==> src/rtl/out_uart_pkg.sv <==
// Shared types and constants for the output-register UART transmitter.
// Latency: none (declarations only).
// Backpressure: none (declarations only).
// Optional feature macro: OUT_UART_PARITY_EN (adds an even-parity bit per frame).
package out_uart_pkg;

    // Transmitter states. PARITY is only entered when OUT_UART_PARITY_EN is defined.
    typedef enum logic [2:0] {
        IDLE,
        START,
        DATA,
        PARITY,
        STOP
    } state_t;

    localparam int BYTE_BITS = 8;

    // Line bits per serialised byte: start + 8 data (+ parity) + stop.
    function automatic int frame_bits();
`ifdef OUT_UART_PARITY_EN
        return BYTE_BITS + 3;
`else
        return BYTE_BITS + 2;
`endif
    endfunction

endpackage

==> src/rtl/Sync_Fifo.sv <==
// Generic synchronous FIFO with occupancy count; combinational read of the head entry.
// Latency: a pushed word is visible at rd_data the cycle after the push edge.
// Backpressure: none internally; the caller must not push when full or pop when empty.
// Ports: clk, rst_n (async active-low); push/wr_data write side; pop/rd_data read side;
//        full, empty and count (log2(DEPTH)+1 bits) status.
module Sync_Fifo #(
    parameter int WIDTH = 16,
    parameter int DEPTH = 8
) (
    input  logic                     clk,
    input  logic                     rst_n,
    input  logic                     push,
    input  logic                     pop,
    input  logic [WIDTH-1:0]         wr_data,
    output logic [WIDTH-1:0]         rd_data,
    output logic                     full,
    output logic                     empty,
    output logic [$clog2(DEPTH):0]   count
);

    localparam int AW = $clog2(DEPTH);

    logic [WIDTH-1:0] mem [DEPTH];
    logic [AW-1:0]    wr_ptr;
    logic [AW-1:0]    rd_ptr;
    logic [AW:0]      count_q;

    // Pointers are exactly log2(DEPTH) bits so they wrap without explicit compare.
    always_ff @(posedge clk or negedge rst_n) begin
        if (!rst_n) begin
            wr_ptr  <= '0;
            rd_ptr  <= '0;
            count_q <= '0;
        end else begin
            if (push) begin
                wr_ptr <= wr_ptr + 1'b1;
            end
            if (pop) begin
                rd_ptr <= rd_ptr + 1'b1;
            end
            case ({push, pop})
                2'b10:   count_q <= count_q + 1'b1;
                2'b01:   count_q <= count_q - 1'b1;
                default: count_q <= count_q;
            endcase
        end
    end

    // Storage carries no reset; contents are only meaningful below count_q.
    always_ff @(posedge clk) begin
        if (push) begin
            mem[wr_ptr] <= wr_data;
        end
    end

    assign rd_data = mem[rd_ptr];
    assign count   = count_q;
    assign empty   = (count_q == '0);
    assign full    = (count_q == (AW+1)'(DEPTH));

endmodule

==> src/rtl/out_uart_tx.sv <==
// Serialises words written to the CPU Out register as UART frames, low byte first.
// Latency: push into an idle, empty unit -> o_tx start bit one cycle later.
// Backpressure: none; the CPU never stalls, a write into a full FIFO is dropped and o_overflow latches.
// Ports: clk, rst_n (async active-low); clk_en qualifies i_load_enable/i_load_data;
//        o_tx serial line (idle high); o_busy, o_full, o_overflow (sticky) status.
// Optional feature macro: OUT_UART_PARITY_EN (even-parity bit between data and stop).
module out_uart_tx
    import out_uart_pkg::*;
#(
    parameter int WIDTH        = 16,
    parameter int CLKS_PER_BIT = 16,
    parameter int FIFO_DEPTH   = 8
) (
    input  logic             clk,
    input  logic             rst_n,
    input  logic             clk_en,
    input  logic             i_load_enable,
    input  logic [WIDTH-1:0] i_load_data,
    output logic             o_tx,
    output logic             o_busy,
    output logic             o_full,
    output logic             o_overflow
);

    localparam int NBYTES = WIDTH / BYTE_BITS;
    localparam int BAUD_W = (CLKS_PER_BIT > 1) ? $clog2(CLKS_PER_BIT) : 1;
    localparam int BYTE_W = (NBYTES > 1) ? $clog2(NBYTES) : 1;
    localparam int CNT_W  = $clog2(FIFO_DEPTH) + 1;

    localparam logic [BAUD_W-1:0] BAUD_LAST = BAUD_W'(CLKS_PER_BIT - 1);
    localparam logic [BYTE_W-1:0] BYTE_LAST = BYTE_W'(NBYTES - 1);

    state_t             state_q, state_d;
    logic [BAUD_W-1:0]  baud_q, baud_d;
    logic [2:0]         bit_q, bit_d;
    logic [BYTE_W-1:0]  byte_q, byte_d;
    logic [WIDTH-1:0]   word_q, word_d;
    logic               tx_q, tx_d;
    logic               ovf_q;
    logic               baud_end;

    logic               wr_req;
    logic               push;
    logic               pop;
    logic               fifo_full;
    logic               fifo_empty;
    logic [CNT_W-1:0]   fifo_count;
    logic [WIDTH-1:0]   fifo_rd_data;

    // Fullness is judged on the pre-edge count, so a same-edge pop never rescues a write.
    assign wr_req = clk_en & i_load_enable;
    assign push   = wr_req & ~fifo_full;

    Sync_Fifo #(
        .WIDTH (WIDTH),
        .DEPTH (FIFO_DEPTH)
    ) u_fifo (
        .clk     (clk),
        .rst_n   (rst_n),
        .push    (push),
        .pop     (pop),
        .wr_data (i_load_data),
        .rd_data (fifo_rd_data),
        .full    (fifo_full),
        .empty   (fifo_empty),
        .count   (fifo_count)
    );

    assign baud_end = (baud_q == BAUD_LAST);

    always_comb begin
        state_d = state_q;
        baud_d  = baud_q;
        bit_d   = bit_q;
        byte_d  = byte_q;
        word_d  = word_q;
        pop     = 1'b0;
        tx_d    = 1'b1;

        case (state_q)
            IDLE: begin
                if (!fifo_empty) begin
                    pop     = 1'b1;
                    word_d  = fifo_rd_data;
                    byte_d  = '0;
                    baud_d  = '0;
                    state_d = START;
                end
            end
            START: begin
                if (baud_end) begin
                    baud_d  = '0;
                    bit_d   = '0;
                    state_d = DATA;
                end else begin
                    baud_d = baud_q + 1'b1;
                end
            end
            DATA: begin
                if (baud_end) begin
                    baud_d = '0;
                    if (bit_q == 3'd7) begin
`ifdef OUT_UART_PARITY_EN
                        state_d = PARITY;
`else
                        state_d = STOP;
`endif
                    end else begin
                        bit_d = bit_q + 1'b1;
                    end
                end else begin
                    baud_d = baud_q + 1'b1;
                end
            end
`ifdef OUT_UART_PARITY_EN
            PARITY: begin
                if (baud_end) begin
                    baud_d  = '0;
                    state_d = STOP;
                end else begin
                    baud_d = baud_q + 1'b1;
                end
            end
`endif
            STOP: begin
                if (baud_end) begin
                    baud_d = '0;
                    // Remaining bytes of the word follow with no idle gap;
                    // the next byte is brought down into the low lane.
                    if (byte_q != BYTE_LAST) begin
                        byte_d  = byte_q + 1'b1;
                        word_d  = word_q >> BYTE_BITS;
                        state_d = START;
                    end else begin
                        state_d = IDLE;
                    end
                end else begin
                    baud_d = baud_q + 1'b1;
                end
            end
            default: begin
                state_d = IDLE;
            end
        endcase

        // o_tx is registered, so it is computed from the state being entered.
        case (state_d)
            START:   tx_d = 1'b0;
            DATA:    tx_d = word_d[bit_d];
`ifdef OUT_UART_PARITY_EN
            PARITY:  tx_d = ^word_d[BYTE_BITS-1:0];
`endif
            default: tx_d = 1'b1;
        endcase
    end

    always_ff @(posedge clk or negedge rst_n) begin
        if (!rst_n) begin
            state_q <= IDLE;
            baud_q  <= '0;
            bit_q   <= '0;
            byte_q  <= '0;
            word_q  <= '0;
            tx_q    <= 1'b1;
            ovf_q   <= 1'b0;
        end else begin
            state_q <= state_d;
            baud_q  <= baud_d;
            bit_q   <= bit_d;
            byte_q  <= byte_d;
            word_q  <= word_d;
            tx_q    <= tx_d;
            if (wr_req && fifo_full) begin
                ovf_q <= 1'b1;
            end
        end
    end

    assign o_tx       = tx_q;
    assign o_busy     = (state_q != IDLE) | (fifo_count != '0);
    assign o_full     = fifo_full;
    assign o_overflow = ovf_q;

endmodule

==> config.mk <==
export PLATFORM = sky130hd
export DESIGN_NAME = out_uart_tx
export DESIGN_NICKNAME = d
export VERILOG_FILES = /design/src/rtl/out_uart_pkg.sv /design/src/rtl/Sync_Fifo.sv /design/src/rtl/out_uart_tx.sv
export SDC_FILE = /design/constraint.sdc
export NUM_CORES = 1
export LEC_CHECK = 0
export BUFFER_PORTS_ARGS = -buffer_cell sky130_fd_sc_hd__buf_2
export CAP_MARGIN = 15
export CORE_MARGIN = 2
export CORE_UTILIZATION = 65
export CTS_CLUSTER_SIZE = 8
export DETAILED_ROUTE_END_ITERATION = 12
export PLACE_DENSITY = 0.89
export RECOVER_POWER = 50
export SYNTH_ARGS = -nofsm -noshare
export SYNTH_HDL_FRONTEND = slang
export SYNTH_SLANG_ARGS = --single-unit
==> constraint.sdc <==
create_clock -name clk -period 5.6 [get_ports clk]
set_input_delay 0.28 -clock clk [delete_from_list [all_inputs] [get_ports clk]]
set_output_delay 0.28 -clock clk [all_outputs]
set_load 0.01 [all_outputs]
Word-level counts from Yosys, hierarchy flattened --
Memory sizes are Yosys's and may differ from the RTL's. Index checks and enable logic that the tools add are counted.
Word-level totals: bits in registers 39, RAM bits 128, input bits 20, output and inout port bits 4, logic and storage cells 79, memories kept 1
Cells by class: add/sub/neg operators 7, order comparisons 1, equal/unequal tests 13, mux-type cells 30, bitwise operators 4, reductions and logical operators 12
Memories:
- u_fifo.mem | words 8, width 16, read ports 1, clocked after Yosys merged registers in 0, write ports 1, line Sync_Fifo.sv:23 | logic [WIDTH-1:0] mem [DEPTH];
Operator list (count):
- 16-bit 2-to-1 mux | 3
- 16-bit one-hot mux with 2 select lines | 1
- 3-bit 2-to-1 mux | 8
- 4-bit one-hot mux with 2 select lines | 2
- 3-bit one-hot mux with 4 select lines | 1
- 3-bit by 1-bit adder with 3-bit output, second input constant | 3
- 1-bit 2-to-1 mux | 9
- 4-bit by 1-bit adder with 4-bit output, second input constant | 2
- 4-bit equality test, second input constant | 2
- 4-bit 2-to-1 mux | 2
- 3-bit by 1-bit equality test with 1-bit output, second input constant | 2
- 3-bit by 2-bit equality test with 1-bit output, second input constant | 2
- 3-bit equality test, second input constant | 2
- 2-bit inequality test, second input constant | 3
- 3-bit one-hot mux with 2 select lines | 1
- 2-bit nonzero test | 3
- 3-bit by 5-bit < comparator with 1-bit output, second input constant | 1
- 4-bit logical NOT | 1
- 1-bit one-hot mux with 2 select lines | 2
- 4-bit AND reduction | 1
- 4-bit nonzero test | 1
- 4-bit by 1-bit subtractor with 4-bit output, second input constant | 1
- 1-bit binary-select mux with 3-bit select | 1
- 3-bit logical NOT | 1
- other kinds (11) | 12

Longest topological paths before layout --
Gate-level depths: netlist (run 1).
depth after elaboration 7, gate-level depth with buffers 11, mapped depth without buffers 10

Hierarchy --
Synthesis (run 1) repeated with hierarchy kept, for this count alone.
Second synthesis, totals: cell total of the unflattened synthesis 367, area total of the unflattened synthesis 6926.6 um^2
Modules (own cells, without submodules):
- Sync_Fifo | times used 1, cells an instance 241, area an instance 5500.3 um^2
- out_uart_tx | times used 1, cells an instance 126, area an instance 1426.4 um^2

Worst setup path after synthesis (run 1) --
OpenSTA, ideal clock, no wires.
kind flip-flop to flip-flop, start point reg u_fifo.count_q[0] (netlist: u_fifo.count[0]), end point reg u_fifo.count_q[3] (netlist: u_fifo.count[3]), arrival time 2.455 ns, data required time 5.475 ns, setup slack 3.019 ns, stages on the path, launching flop included 11, path buffers 0, cell sequence dfrtp_1 nor4b_1 nor2_1 inv_1 ha_1 ha_1 a21o_1 a21oi_1 xnor2_1 nor2_1 xor2_1
On the way: cells in the longest elaborated chain, start to end 5, elaborated cells on any way between the ends 12
Ends and longest elaborated chain:
- from (decl) | line Sync_Fifo.sv:26 | logic [AW:0] count_q;
- from (signal assigned) | line Sync_Fifo.sv:42 | 2'b10: count_q <= count_q + 1'b1;
- from (signal assigned) | line Sync_Fifo.sv:43 | 2'b01: count_q <= count_q - 1'b1;
- from (signal assigned) | line Sync_Fifo.sv:44 | default: count_q <= count_q;
- 4-bit equality test * | line Sync_Fifo.sv:59 | assign full = (count_q == (AW+1)'(DEPTH));
- named net o_full | line out_uart_tx.sv:21 | output logic o_full,
- 1-bit NOT * | line out_uart_tx.sv:52 | assign push = wr_req & ~fifo_full;
- 1-bit bitwise AND * | line out_uart_tx.sv:52
- 2-bit by 1-bit equality test with 1-bit output / 2-bit equality test (equally long branches) | line Sync_Fifo.sv:41 | case ({push, pop})
- 4-bit one-hot mux with 2 select lines / 2-bit nonzero test (equally long branches)
The timed path passes the listed nets; every way through them passes the cells marked *. A chain may end at the register's enable or synchronous reset.

Final worst setup path (run 1) --
start point reg u_fifo.rd_ptr[1], end point reg tx_q (netlist: o_tx)
On the way: cells in the longest elaborated chain, start to end 6
Ends and longest elaborated chain:
- from (decl) | line Sync_Fifo.sv:25 | logic [AW-1:0] rd_ptr;
- from (signal assigned) | line Sync_Fifo.sv:39 | rd_ptr <= rd_ptr + 1'b1;
- memory read 8 x 16 bit
- 16-bit 2-to-1 mux | line out_uart_tx.sv:82 | if (!fifo_empty) begin
- 16-bit one-hot mux with 2 select lines | line out_uart_tx.sv:80 | case (state_q)
- named net word_d[3] | line out_uart_tx.sv:37 | logic [WIDTH-1:0] word_q, word_d;
- 1-bit binary-select mux with 3-bit select | line out_uart_tx.sv:149 | DATA: tx_d = word_d[bit_d];
- 1-bit 2-to-1 mux (not written as such) | line out_uart_tx.sv:149
- 1-bit one-hot mux with 2 select lines | line out_uart_tx.sv:147 | case (state_d)
- named net tx_d | line out_uart_tx.sv:38 | logic tx_q, tx_d;
- to (signal assigned) | line out_uart_tx.sv:172 | tx_q <= tx_d;
- to (decl) | line out_uart_tx.sv:38
The timed path passes the listed nets, and every way through them passes these cells. The select of a mux whose other input is x is not followed.

==> results.json, run 1 <==
{
  "yosysWarnings": 0,
  "ys_seq_area_share_pct": 69.1,
  "area_growth_pct": 13.4,
  "clockRootBuffer": "clkbuf_8",
  "cts-resized-gates": 0,
  "fin_setup_tns_ns": 0,
  "period_needed_ns": 3.07,
  "finalSetupViolCount": 0,
  "p_leak_nw": 2.83,
  "cts_num_sinks": 167,
  "synth.distinct_cells": 56,
  "routed_wl_um": 14800,
  "synth-edff-count": 128,
  "grt_use_total_pct": 27.9,
  "dp_hpwl_um": 8020,
  "cts_buffers": 17,
  "cts.clk_slew.worst_paths_ns": 0.07,
  "vias": 3976,
  "yosys-top-cells-area": "edfxtp_1, dfrtp_1, mux4_1, mux4_2, mux2i_1",
  "io_pins": 24,
  "rsz0062_at_grt": "no",
  "worstPathRequired_ns": 6.04,
  "grt_max_degree": 40,
  "critPathLaunchType": "flip-flop",
  "setup_slack_ns": 2.53,
  "slew_violations": 40,
  "path_max_fanout": 20,
  "place_congestion": 0.883,
  "fp.dieH_um": 108,
  "grt_overflow": 0,
  "violations": "max-capacitance violations, max-slew violations",
  "ctsHoldBuffers": 12,
  "synth_area_um2": 6970,
  "initial_core_util_pct": 67.2,
  "synth_top_area_share_pct": 55.1,
  "pre_cts_ws_ns": 2.62,
  "core_area_um2": 10400,
  "htree_num_levels": 4,
  "avgViaCountPerCell": 6.64,
  "synth.ff_latch_count": 167,
  "clkLatencyLatePin_ns": 0.54,
  "die_w_um": 108,
  "synth_nets": 433,
  "postCtsSetupBuffers": 0,
  "period_share_pct": 54.8,
  "dr.pass1.iters": 6,
  "stdcell_count": 599,
  "cpPeakStageDelay_ns": 0.75,
  "ctsLongestPathBuffers": 2,
  "powerDensity_nw_per_um2": 498,
  "hold_viol_final": 0,
  "synth-adder-area-share_pct": 1.54,
  "port_buffers": 23,
  "clock_skew_ns": 0.00703,
  "synthMuxAreaShare_pct": 14.7,
  "layout-drive-gt1-share_pct": 16.2,
  "die_area_um2": 11600,
  "endpoint_kind": "flip-flop",
  "drtIter0Drc": 440,
  "dp_cells": 555,
  "worstPathArrival_ns": 3.50,
  "first_global_vias": 3981,
  "synth_ff_type": "edfxtp_1",
  "status": "finished with violations",
  "slowest_stage": "dfrtp_1",
  "worst_pin_slew_ns": 2.09,
  "crit_chain": "buf_4 > mux4_2 > mux2i_1 > nor2_1 > a221o_1 > mux2_2 > a211oi_1 > a311oi_1",
  "synth_top_area_cell": "edfxtp_1",
  "drc": 0,
  "synth_top_family_by_area": "multiplexers",
  "antenna_found_initial": 0,
  "syn-instance-count": 405,
  "synth_simple_gate_area_share_pct": 5.29,
  "slew_headroom_pct": -39.3,
  "finalPower_mw": 3.94,
  "critPathKind": "reg -> reg",
  "num_rows": 37,
  "cts_tree": "yes",
  "async_flop_share_pct": 23.4,
  "hold_class": "in -> reg",
  "maxCapViolations": 1,
  "peakVddDrop_uv": 346,
  "num-fill-cells": 592,
  "grt_pass1_wl_um": 22600,
  "ant_nets": 0,
  "synth_area_per_cell_um2": 17.2,
  "fin_nets": 478,
  "yosysMostFrequentCell": "edfxtp_1",
  "yosys.area_share.xor_xnor_pct": 1.01,
  "whs_ns": 0.107,
  "synth_compound_area_share_pct": 6.16,
  "fmax_mhz": 326,
  "avgRoutedWirePerCell_um": 24.7,
  "synth_common_cells": "edfxtp_1, dfrtp_1, nand2_1",
  "diodes": 0
}
cells in the final DEF (no fill, tap or decap), drive strengths merged, types with 4 or more instances in the layout:
cell type	Yosys	final
a21oi	9	9
a221o	6	6
a22o	4	4
a22oi	4	4
a31oi	5	5
and3	4	4
buf	10	15
clkbuf	9	38
dfrtp	38	38
dlygate4sd3	0	12
edfxtp	128	128
ha	7	7
inv	7	12
mux2	6	6
mux2i	23	23
mux4	30	30
nand2	28	28
nor2	22	22
o21ai	17	17
xnor2	6	6
power by group:
group | internal, mW | switching (mW) | leakage (nW)
logic | 0.500 | 0.502 | 0.916
registers | 1.53 | 0.233 | 1.63
clock network | 0.688 | 0.481 | 0.283
routing by layer:
metal | global-route usage [%] | routed length, um | vias to the layer above
li1 | - | - | 1715
met2 | 44.2 | 7540 | 237
met3 | 8.72 | 1200 | 37
met4 | 13.6 | 452 | 0
met5 | 0 | 0 | -
met1 | 35.4 | 5580 | 1987
per-stage QoR:
step | util, % | area [um2]
2_1_floorplan | - | 6970
3_3_place_gp | 69.6 | 7220
3_5_place_dp | 69.6 | 7220
4_1_cts | 76.5 | 7930
5_1_grt | 76.3 | 7910
6_report | 76.3 | 7910
registers in the layout (all words and copies together) (netlist names):
register	count
u_fifo.count	4
o_overflow	1
u_fifo.mem	128
bit_q	3
u_fifo.wr_ptr	3
baud_q	4
word_q	16
state_q	3
u_fifo.rd_ptr	3
o_tx	1
byte_q	1
cell type report:
cell class | count | area [um2] | share of cell area, %
clock buffers | 20 | 425 | 5.38
clock inverters | 12 | 165 | 2.09
inverters | 7 | 26.3 | 0.332
multi-input cells | 212 | 2010 | 25.4
flip-flops and latches | 167 | 4820 | 61.0
well taps | 136 | 170 | 2.15
repair buffers | 45 | 288 | 3.64
path summary, 6_finish.rpt:
check	start	to	slack (ns)	cells after the start
hold / removal	i_load_data[11]	u_fifo.mem[2][11]$_DFFE_PP_	0.11	1
setup / recovery	u_fifo.rd_ptr[1]$_DFFE_PN0P_	o_tx$_DFF_PN1_	2.53	8
max in group asynchronous	rst_n	u_fifo.rd_ptr[0]$_DFFE_PN0P_	3.37	2
hold reg to reg	word_q[8]$_DFFE_PN0P_	word_q[8]$_DFFE_PN0P_	0.50	2
min in group asynchronous	rst_n	baud_q[1]$_DFFE_PN0P_	0.88	2
setup reg to reg	u_fifo.rd_ptr[1]$_DFFE_PN0P_	o_tx$_DFF_PN1_	2.53	8
critical path, delay by kind of cell (launching register included):
family,cells,cell delay (ns)
buffers and inverters,1,0.43
AO/OA/AOI/OAI,3,0.63
multiplexers,3,1.05
flip-flops,1,0.75
AND/OR/NAND/NOR,1,0.09
logic make-up after synthesis:
group,count (synthesis)
and+or+nand+nor,77
DFF,167
buffers and inverters,26
adders and majority gates,8
muxes,59
xor gates and xnor gates,8
AOI/OAI and AO/OA,60
(Power assumes the default switching activity.)
==> run 2: changes to the inputs <==
--- a/config.mk
+++ b/config.mk
@@ -5,13 +5,14 @@
 export SDC_FILE = /design/constraint.sdc
 export NUM_CORES = 1
 export LEC_CHECK = 0
+export ABC_AREA = 1
 export BUFFER_PORTS_ARGS = -buffer_cell sky130_fd_sc_hd__buf_2
 export CAP_MARGIN = 15
 export CORE_MARGIN = 2
-export CORE_UTILIZATION = 65
+export CORE_UTILIZATION = 62
 export CTS_CLUSTER_SIZE = 8
 export DETAILED_ROUTE_END_ITERATION = 12
-export PLACE_DENSITY = 0.89
+export PLACE_DENSITY = 0.86
 export RECOVER_POWER = 50
 export SYNTH_ARGS = -nofsm -noshare
 export SYNTH_HDL_FRONTEND = slang
==> constraint.sdc (replaced) <==
create_clock -name clk -period 3.05 [get_ports clk]
set_input_delay 0.1525 -clock clk [delete_from_list [all_inputs] [get_ports clk]]
set_output_delay 0.1525 -clock clk [all_outputs]
set_load 0.01 [all_outputs]
==> run 2 against run 1 <==
  * The run still ends with max-capacitance violations, max-slew violations left
  * Core utilization decreased by 3.9 points
  * Clock skew about the same
  * Total power is 37% higher
  * Clock power grew 85%
  * Global-route usage is 0.51 points lower
  * Via count grew 33%
  * Synthesized cell count grew 66%
  * Hold slack got worse by 0.023 ns
  * Sequential share of layout area fell by 3.1 points
  * Largest cell class unchanged
  * Largest power group unchanged
==> results.json, run 2 <==
{
  "synth-edff-count": 128,
  "place_congestion": 0.861,
  "num-fill-cells": 731,
  "finalPower_mw": 5.39,
  "largestRegisters": "u_fifo.mem (128), word_q (16)",
  "switchingPower_mw": 1.29,
  "critPathKind": "reg -> reg",
  "syn-instance-count": 671,
  "synth_ff_type": "edfxtp_1",
  "die_w_um": 113,
  "hold_viol_final": 0,
  "htree_num_levels": 4,
  "fp.dieH_um": 113,
  "path_max_fanout": 5,
  "port_buffers": 23,
  "ys_seq_area_share_pct": 65.1,
  "synth_area_um2": 7400,
  "cts_num_sinks": 167,
  "synth.distinct_cells": 38,
  "crit_path_end": "u_fifo.count[3]$_DFFE_PN0P_",
  "grt_pass1_wl_um": 26600,
  "worst-path-stages": 14,
  "r2r-start": "u_fifo.count[1]$_DFFE_PN0P_",
  "layout-drive-gt1-share_pct": 13.8,
  "routed_wl_um": 16700,
  "sw_frac_of_total_pct": 23.9,
  "synth_top_area_share_pct": 51.9,
  "first_global_vias": 5185,
  "yosysMostFrequentCell": "nand2_1",
  "grt_overflow": 0,
  "yosysWarnings": 0,
  "synth_area_per_cell_um2": 11.0,
  "peakVddDrop_uv": 713,
  "fmax_mhz": 394,
  "dp_cells": 825,
  "seq_power_share_pct": 50.9,
  "mostFrequentLayoutCell": "nand2_1",
  "clockRootBuffer": "clkbuf_16",
  "ff_latch_area_um2": 4820,
  "fin_area_um2": 8340,
  "finalSetupViolCount": 0,
  "antenna_found_initial": 0,
  "io_pins": 24,
  "hold_class": "in -> reg",
  "worst-r2r-setup-slack_ns": 0.51,
  "intPower_mw": 4.10,
  "worst_pin_slew_ns": 2.23,
  "clock_skew_ns": 0.00666,
  "clkPwrFrac_pct": 40.3,
  "rsz0062_at_grt": "no",
  "powerDensity_nw_per_um2": 646,
  "slew_violations": 40,
  "mostFrequentLayoutCells": "nand2_1, edfxtp_1, nor2_1, inv_1, nand3_1",
  "multiInputGateArea_um2": 2170,
  "regMostFlops": "u_fifo.mem",
  "period_needed_ns": 2.54,
  "worstPathRequired_ns": 3.36,
  "slew_headroom_pct": -48.7,
  "path_buf_inv": 2,
  "avgViaCountPerCell": 6.10,
  "num_rows": 39,
  "endpoint_kind": "flip-flop",
  "cts_tree": "yes",
  "status": "finished with violations",
  "final_core_util_pct": 72.4,
  "ant_nets": 0,
  "area_growth_pct": 12.6,
  "startpoint": "u_fifo.count[1]$_DFFE_PN0P_",
  "grt_use_total_pct": 27.4,
  "worstReg2RegEnd": "u_fifo.count[3]$_DFFE_PN0P_",
  "cts_buffers": 17,
  "cpPeakStageDelay_ns": 0.41,
  "maxCapViolations": 1,
  "synth_nets": 699,
  "slowest_stage": "dfrtp_1",
  "fin_nets": 741,
  "critPathLaunchType": "flip-flop",
  "synth.ff_latch_count": 167,
  "yosys-top-cells-area": "edfxtp_1, dfrtp_1, nand2_1, nor2_1, nand3_1",
  "cts.clk_slew.worst_paths_ns": 0.06,
  "min_from": "i_load_data[11]",
  "clkLatencyLatePin_ns": 0.43,
  "whs_ns": 0.0835,
  "die_area_um2": 12800,
  "grt_max_degree": 67,
  "drc": 0,
  "p_leak_nw": 3.24,
  "reg2reg_depth": 14,
  "async_flop_share_pct": 23.4,
  "pre_cts_ws_ns": 0.563,
  "violations": "max-capacitance violations, max-slew violations",
  "drtIter0Drc": 679,
  "dp_hpwl_um": 9630,
  "synth_common_cells": "nand2_1, edfxtp_1, nor2_1",
  "place_area_um2": 7640,
  "initial_core_util_pct": 64.3,
  "diodes": 0,
  "stdcell_count": 869,
  "period_share_pct": 83.3,
  "core_area_um2": 11500,
  "critPathTopFamily": "simple AND/OR/NAND/NOR gates",
  "largest_register_ffs": 128,
  "fin_setup_tns_ns": 0,
  "synth_top_area_cell": "edfxtp_1",
  "dr.pass1.iters": 6,
  "ctsLongestPathBuffers": 2,
  "setup_slack_ns": 0.510,
  "avgRoutedWirePerCell_um": 19.2,
  "vias": 5304,
  "worstPathArrival_ns": 2.85,
  "cpMostUsedCell": "nor2_1",
  "crit_chain": "inv_1 > nand2_1 > nor3_1 > nor2_1 > inv_1 > ha_1 > ha_1 > nand2_1 > nor2_1 > a211oi_1 > nor2_1 > nor2_1 > nand2_1 > xor2_1",
  "power_frac_comb_pct": 8.8
}
-- run 2: changes by cell type after synthesis, sizes merged, moves of 7 or more --
cell | before | now
buf | 10 | 19
mux4 | 30 | 0
nand2 | 28 | 147
nand3 | 2 | 62
o221ai | 2 | 16
nor2 | 22 | 92
inv | 7 | 63
a21oi | 9 | 2
a32o | 0 | 9
o21ai | 17 | 53
mux2i | 23 | 0
-- run 2: timing repair --
action,CTS,global route
endpoints found under the hold margin,105,0
resized for setup,0,0
endpoints found under the setup margin,0,0
buffers inserted,0,0
hold buffers,12,0
-- run 2: kinds of logic (layout without fill, tap and decap cells) --
group | Yosys count | count (layout) | share of synthesized area [%]
adders and majority gates | 8 | 8 | 1.45
buffers and inverters | 91 | 146 | 5.53
and+or+nand+nor | 308 | 308 | 19.2
xor gates and xnor gates | 7 | 7 | 0.828
AOI/OAI and AO/OA | 90 | 90 | 7.82
DFF | 167 | 167 | 65.1
-- run 2: how the worst min path moves through the flow --
stage	to	slack (ns)	depth (start not counted)
after CTS	u_fifo.mem[5][4]$_DFFE_PP_	0.0006	1
after global routing	u_fifo.mem[2][7]$_DFFE_PP_	0.10	1
after global placement	u_fifo.count[3]$_DFFE_PN0P_	0.32	1
after floorplan	baud_q[0]$_DFFE_PN0P_	-0.14	0
final	u_fifo.mem[1][11]$_DFFE_PP_	0.08	1
after detailed placement	u_fifo.count[1]$_DFFE_PN0P_	0.33	1
-- run 2: power by group through the flow --
stage               logic [mW]  clock network, mW  registers [mW]
floorplan                0.286                  0            2.77
global placement         0.428                  0            2.77
detailed placement       0.453                  0            2.78
CTS                      0.480               2.18            2.74
global route             0.529               2.29            2.75
finish                   0.474               2.17            2.74
-- run 2: metal layers --
metal | share of wire, % | vias up | track usage (%)
met5 | 0 | - | 0
met3 | 7.6 | 52 | 5.03
met1 | 38 | 2573 | 34.3
li1 | - | 2385 | -
met4 | 2.9 | 0 | 12.0
met2 | 51 | 294 | 47.0
-- run 2: worst register-to-register path: cells and delay by family, from the launching register on --
kind | cells | cell delay (ns)
buffers and inverters | 2 | 0.23
adder cells (fa/ha/maj) | 2 | 0.49
AND/OR/NAND/NOR | 8 | 0.91
XOR/XNOR | 1 | 0.13
AO/OA/AOI/OAI | 1 | 0.25
flip-flops | 1 | 0.41
-- run 2: cell type report --
type	count	share of cell area, %
flip-flops and latches	167	57.8
repair buffers	50	3.89
inverters	64	2.88
clock inverters	15	2.09
multi-input cells	413	26.1
clock buffers	17	5.10
well taps	143	2.15
==> run 3: changes to the inputs <==
--- a/config.mk
+++ b/config.mk
@@ -9,10 +9,10 @@
 export BUFFER_PORTS_ARGS = -buffer_cell sky130_fd_sc_hd__buf_2
 export CAP_MARGIN = 15
 export CORE_MARGIN = 2
-export CORE_UTILIZATION = 62
+export CORE_UTILIZATION = 56
 export CTS_CLUSTER_SIZE = 8
 export DETAILED_ROUTE_END_ITERATION = 12
-export PLACE_DENSITY = 0.86
+export PLACE_DENSITY = 0.82
 export RECOVER_POWER = 50
 export SYNTH_ARGS = -nofsm -noshare
 export SYNTH_HDL_FRONTEND = slang
==> constraint.sdc (replaced) <==
create_clock -name clk -period 2.1 [get_ports clk]
set_input_delay 0.105 -clock clk [delete_from_list [all_inputs] [get_ports clk]]
set_output_delay 0.105 -clock clk [all_outputs]
set_load 0.01 [all_outputs]
==> run 3 against run 2 <==
  * The flow now finishes without violations
  * Sequential power grew 46%
  * Via count grew 0.68%
  * Clock-buffer cell count grew 1
  * Worst setup slack lost 0.51 ns
==> results.json, run 3 (synthesis results as in run 2) <==
{
  "worstPathArrival_ns": 2.41,
  "fin_nets": 777,
  "dr.pass1.iters": 7,
  "reg2reg_depth": 14,
  "ctsLongestPathBuffers": 2,
  "avgRoutedWirePerCell_um": 18.4,
  "diodes": 0,
  "period_share_pct": 99.9,
  "crit_chain": "inv_2 > nand2_4 > nor3_4 > nor2_2 > inv_2 > ha_4 > ha_4 > nand2_2 > nor2_2 > a211oi_2 > nor2_1 > nor2_1 > nand2_1 > xor2_2",
  "slowest_stage": "dfrtp_1",
  "clockRootBuffer": "clkbuf_16",
  "powerDensity_nw_per_um2": 907,
  "final_core_util_pct": 66.8,
  "avgViaCountPerCell": 5.70,
  "hold_viol_final": 0,
  "slew_headroom_pct": 41.2,
  "fmax_mhz": 477,
  "grt_max_degree": 39,
  "ant_nets": 0,
  "mostFrequentLayoutCells": "nand2_1, edfxtp_1, nor2_1, inv_1, nand3_1",
  "cts.clk_slew.worst_paths_ns": 0.06,
  "endpoint_kind": "flip-flop",
  "slew_violations": 0,
  "initial_core_util_pct": 56.6,
  "worstPathRequired_ns": 2.41,
  "hold_class": "in -> reg",
  "cts_num_sinks": 167,
  "htree_num_levels": 4,
  "path_max_fanout": 3,
  "clkLatencyLatePin_ns": 0.43,
  "critPathKind": "reg -> reg",
  "clock_skew_ns": 0.00718,
  "port_buffers": 23,
  "p_leak_nw": 3.40,
  "drtIter0Drc": 531,
  "rsz0062_at_grt": "yes",
  "regMostFlops": "u_fifo.mem",
  "layout-drive-gt1-share_pct": 18.9,
  "place_congestion": 0.914,
  "maxCapViolations": 0,
  "num_rows": 42,
  "num-fill-cells": 909,
  "cts_tree": "yes",
  "cts_buffers": 17,
  "io_pins": 24,
  "stdcell_count": 937,
  "vias": 5340,
  "dp_hpwl_um": 10800,
  "finalSetupViolCount": 0,
  "drc": 0,
  "area_growth_pct": 18.0,
  "dp_cells": 885,
  "fp.dieH_um": 119,
  "largestRegisters": "u_fifo.mem (128), word_q (16)",
  "ff_latch_area_um2": 4820,
  "finalPower_mw": 7.92,
  "fin_setup_tns_ns": 0,
  "peakVddDrop_uv": 820,
  "antenna_found_initial": 0,
  "critPathLaunchType": "flip-flop",
  "mostFrequentLayoutCell": "nand2_1",
  "multiInputGateArea_um2": 2260,
  "die_w_um": 119,
  "core_area_um2": 13100,
  "largest_register_ffs": 128,
  "period_needed_ns": 2.10,
  "first_global_vias": 5517,
  "cpPeakStageDelay_ns": 0.40,
  "grt_overflow": 0,
  "holdPathStages": 6,
  "die_area_um2": 14200,
  "grt_use_total_pct": 25.4,
  "routed_wl_um": 17300,
  "worst_pin_slew_ns": 0.878,
  "grt_pass1_wl_um": 27100,
  "status": "finished, final reports clean"
}
-- run 3: final timing paths --
path                                                  start                     endpoint  slack [ns]
worst min register to register       word_q[14]$_DFFE_PN0P_       word_q[14]$_DFFE_PN0P_        0.51
worst max register to register  u_fifo.count[1]$_DFFE_PN0P_  u_fifo.count[3]$_DFFE_PN0P_       0.002
worst min-delay path                                 clk_en  u_fifo.count[0]$_DFFE_PN0P_        0.25
max in group asynchronous                             rst_n       word_q[14]$_DFFE_PN0P_        1.17
worst max-delay path            u_fifo.count[1]$_DFFE_PN0P_  u_fifo.count[3]$_DFFE_PN0P_       0.002
min in group asynchronous                             rst_n  u_fifo.count[3]$_DFFE_PN0P_        0.29
-- run 3: timing repair --
action                     4_1_cts  5_1_grt
hold endpoints to repair       158        0
setup endpoints to repair        1       46
gates resized for setup          5       22
pin swaps                        1        0
hold buffers                    19        0
buffers inserted                 1        0
cloned                           0        1
-- run 3: power breakdown --
group | leakage [nW] | internal, mW | switching [mW]
clock | 0.263 | 1.73 | 1.25
sequential | 1.63 | 3.86 | 0.133
combinational | 1.51 | 0.369 | 0.581
-- run 3: routing by layer --
metal / routed length (um) / GRT usage (%) / share of wire (%) / vias up
met4: 556 / 12.6 / 3.2 / 0
met2: 9100 / 44.4 / 53 / 250
met5: 0 / 0 / 0 / -
li1: - / - / - / 2453
met1: 6430 / 30.0 / 37 / 2581
met3: 1190 / 5.12 / 6.9 / 56
-- run 3: metrics by stage --
step | hold WS (ns) | setup WS (ns) | instance area, um2
final | 0.249 | 0.00167 | 8740
after global routing | 0.293 | -0.137 | 8740
after CTS | 0.241 | 0.00260 | 8690
after detailed placement | 0.212 | -0.0831 | 7900
after global placement | 0.216 | 0.0233 | 7900
after floorplan | -0.191 | -0.252 | 7420
-- run 3: cell type report --
cell class	instances	share of cell area [%]
clock buffer	18	4.91
clock inverter	13	1.52
inverter	64	2.75
multi-input combinational	413	25.9
sequential	167	55.2
tap	176	2.52
timing repair buffer	86	7.16
-- run 3: critical path, delay by kind of cell (launching register included) --
kind	cells	cell delay (ns)
xor gates and xnor gates	1	0.15
adders and majority gates	2	0.38
AOI/OAI and AO/OA	1	0.18
and+or+nand+nor	8	0.68
buffers and inverters	2	0.19
DFF	1	0.40
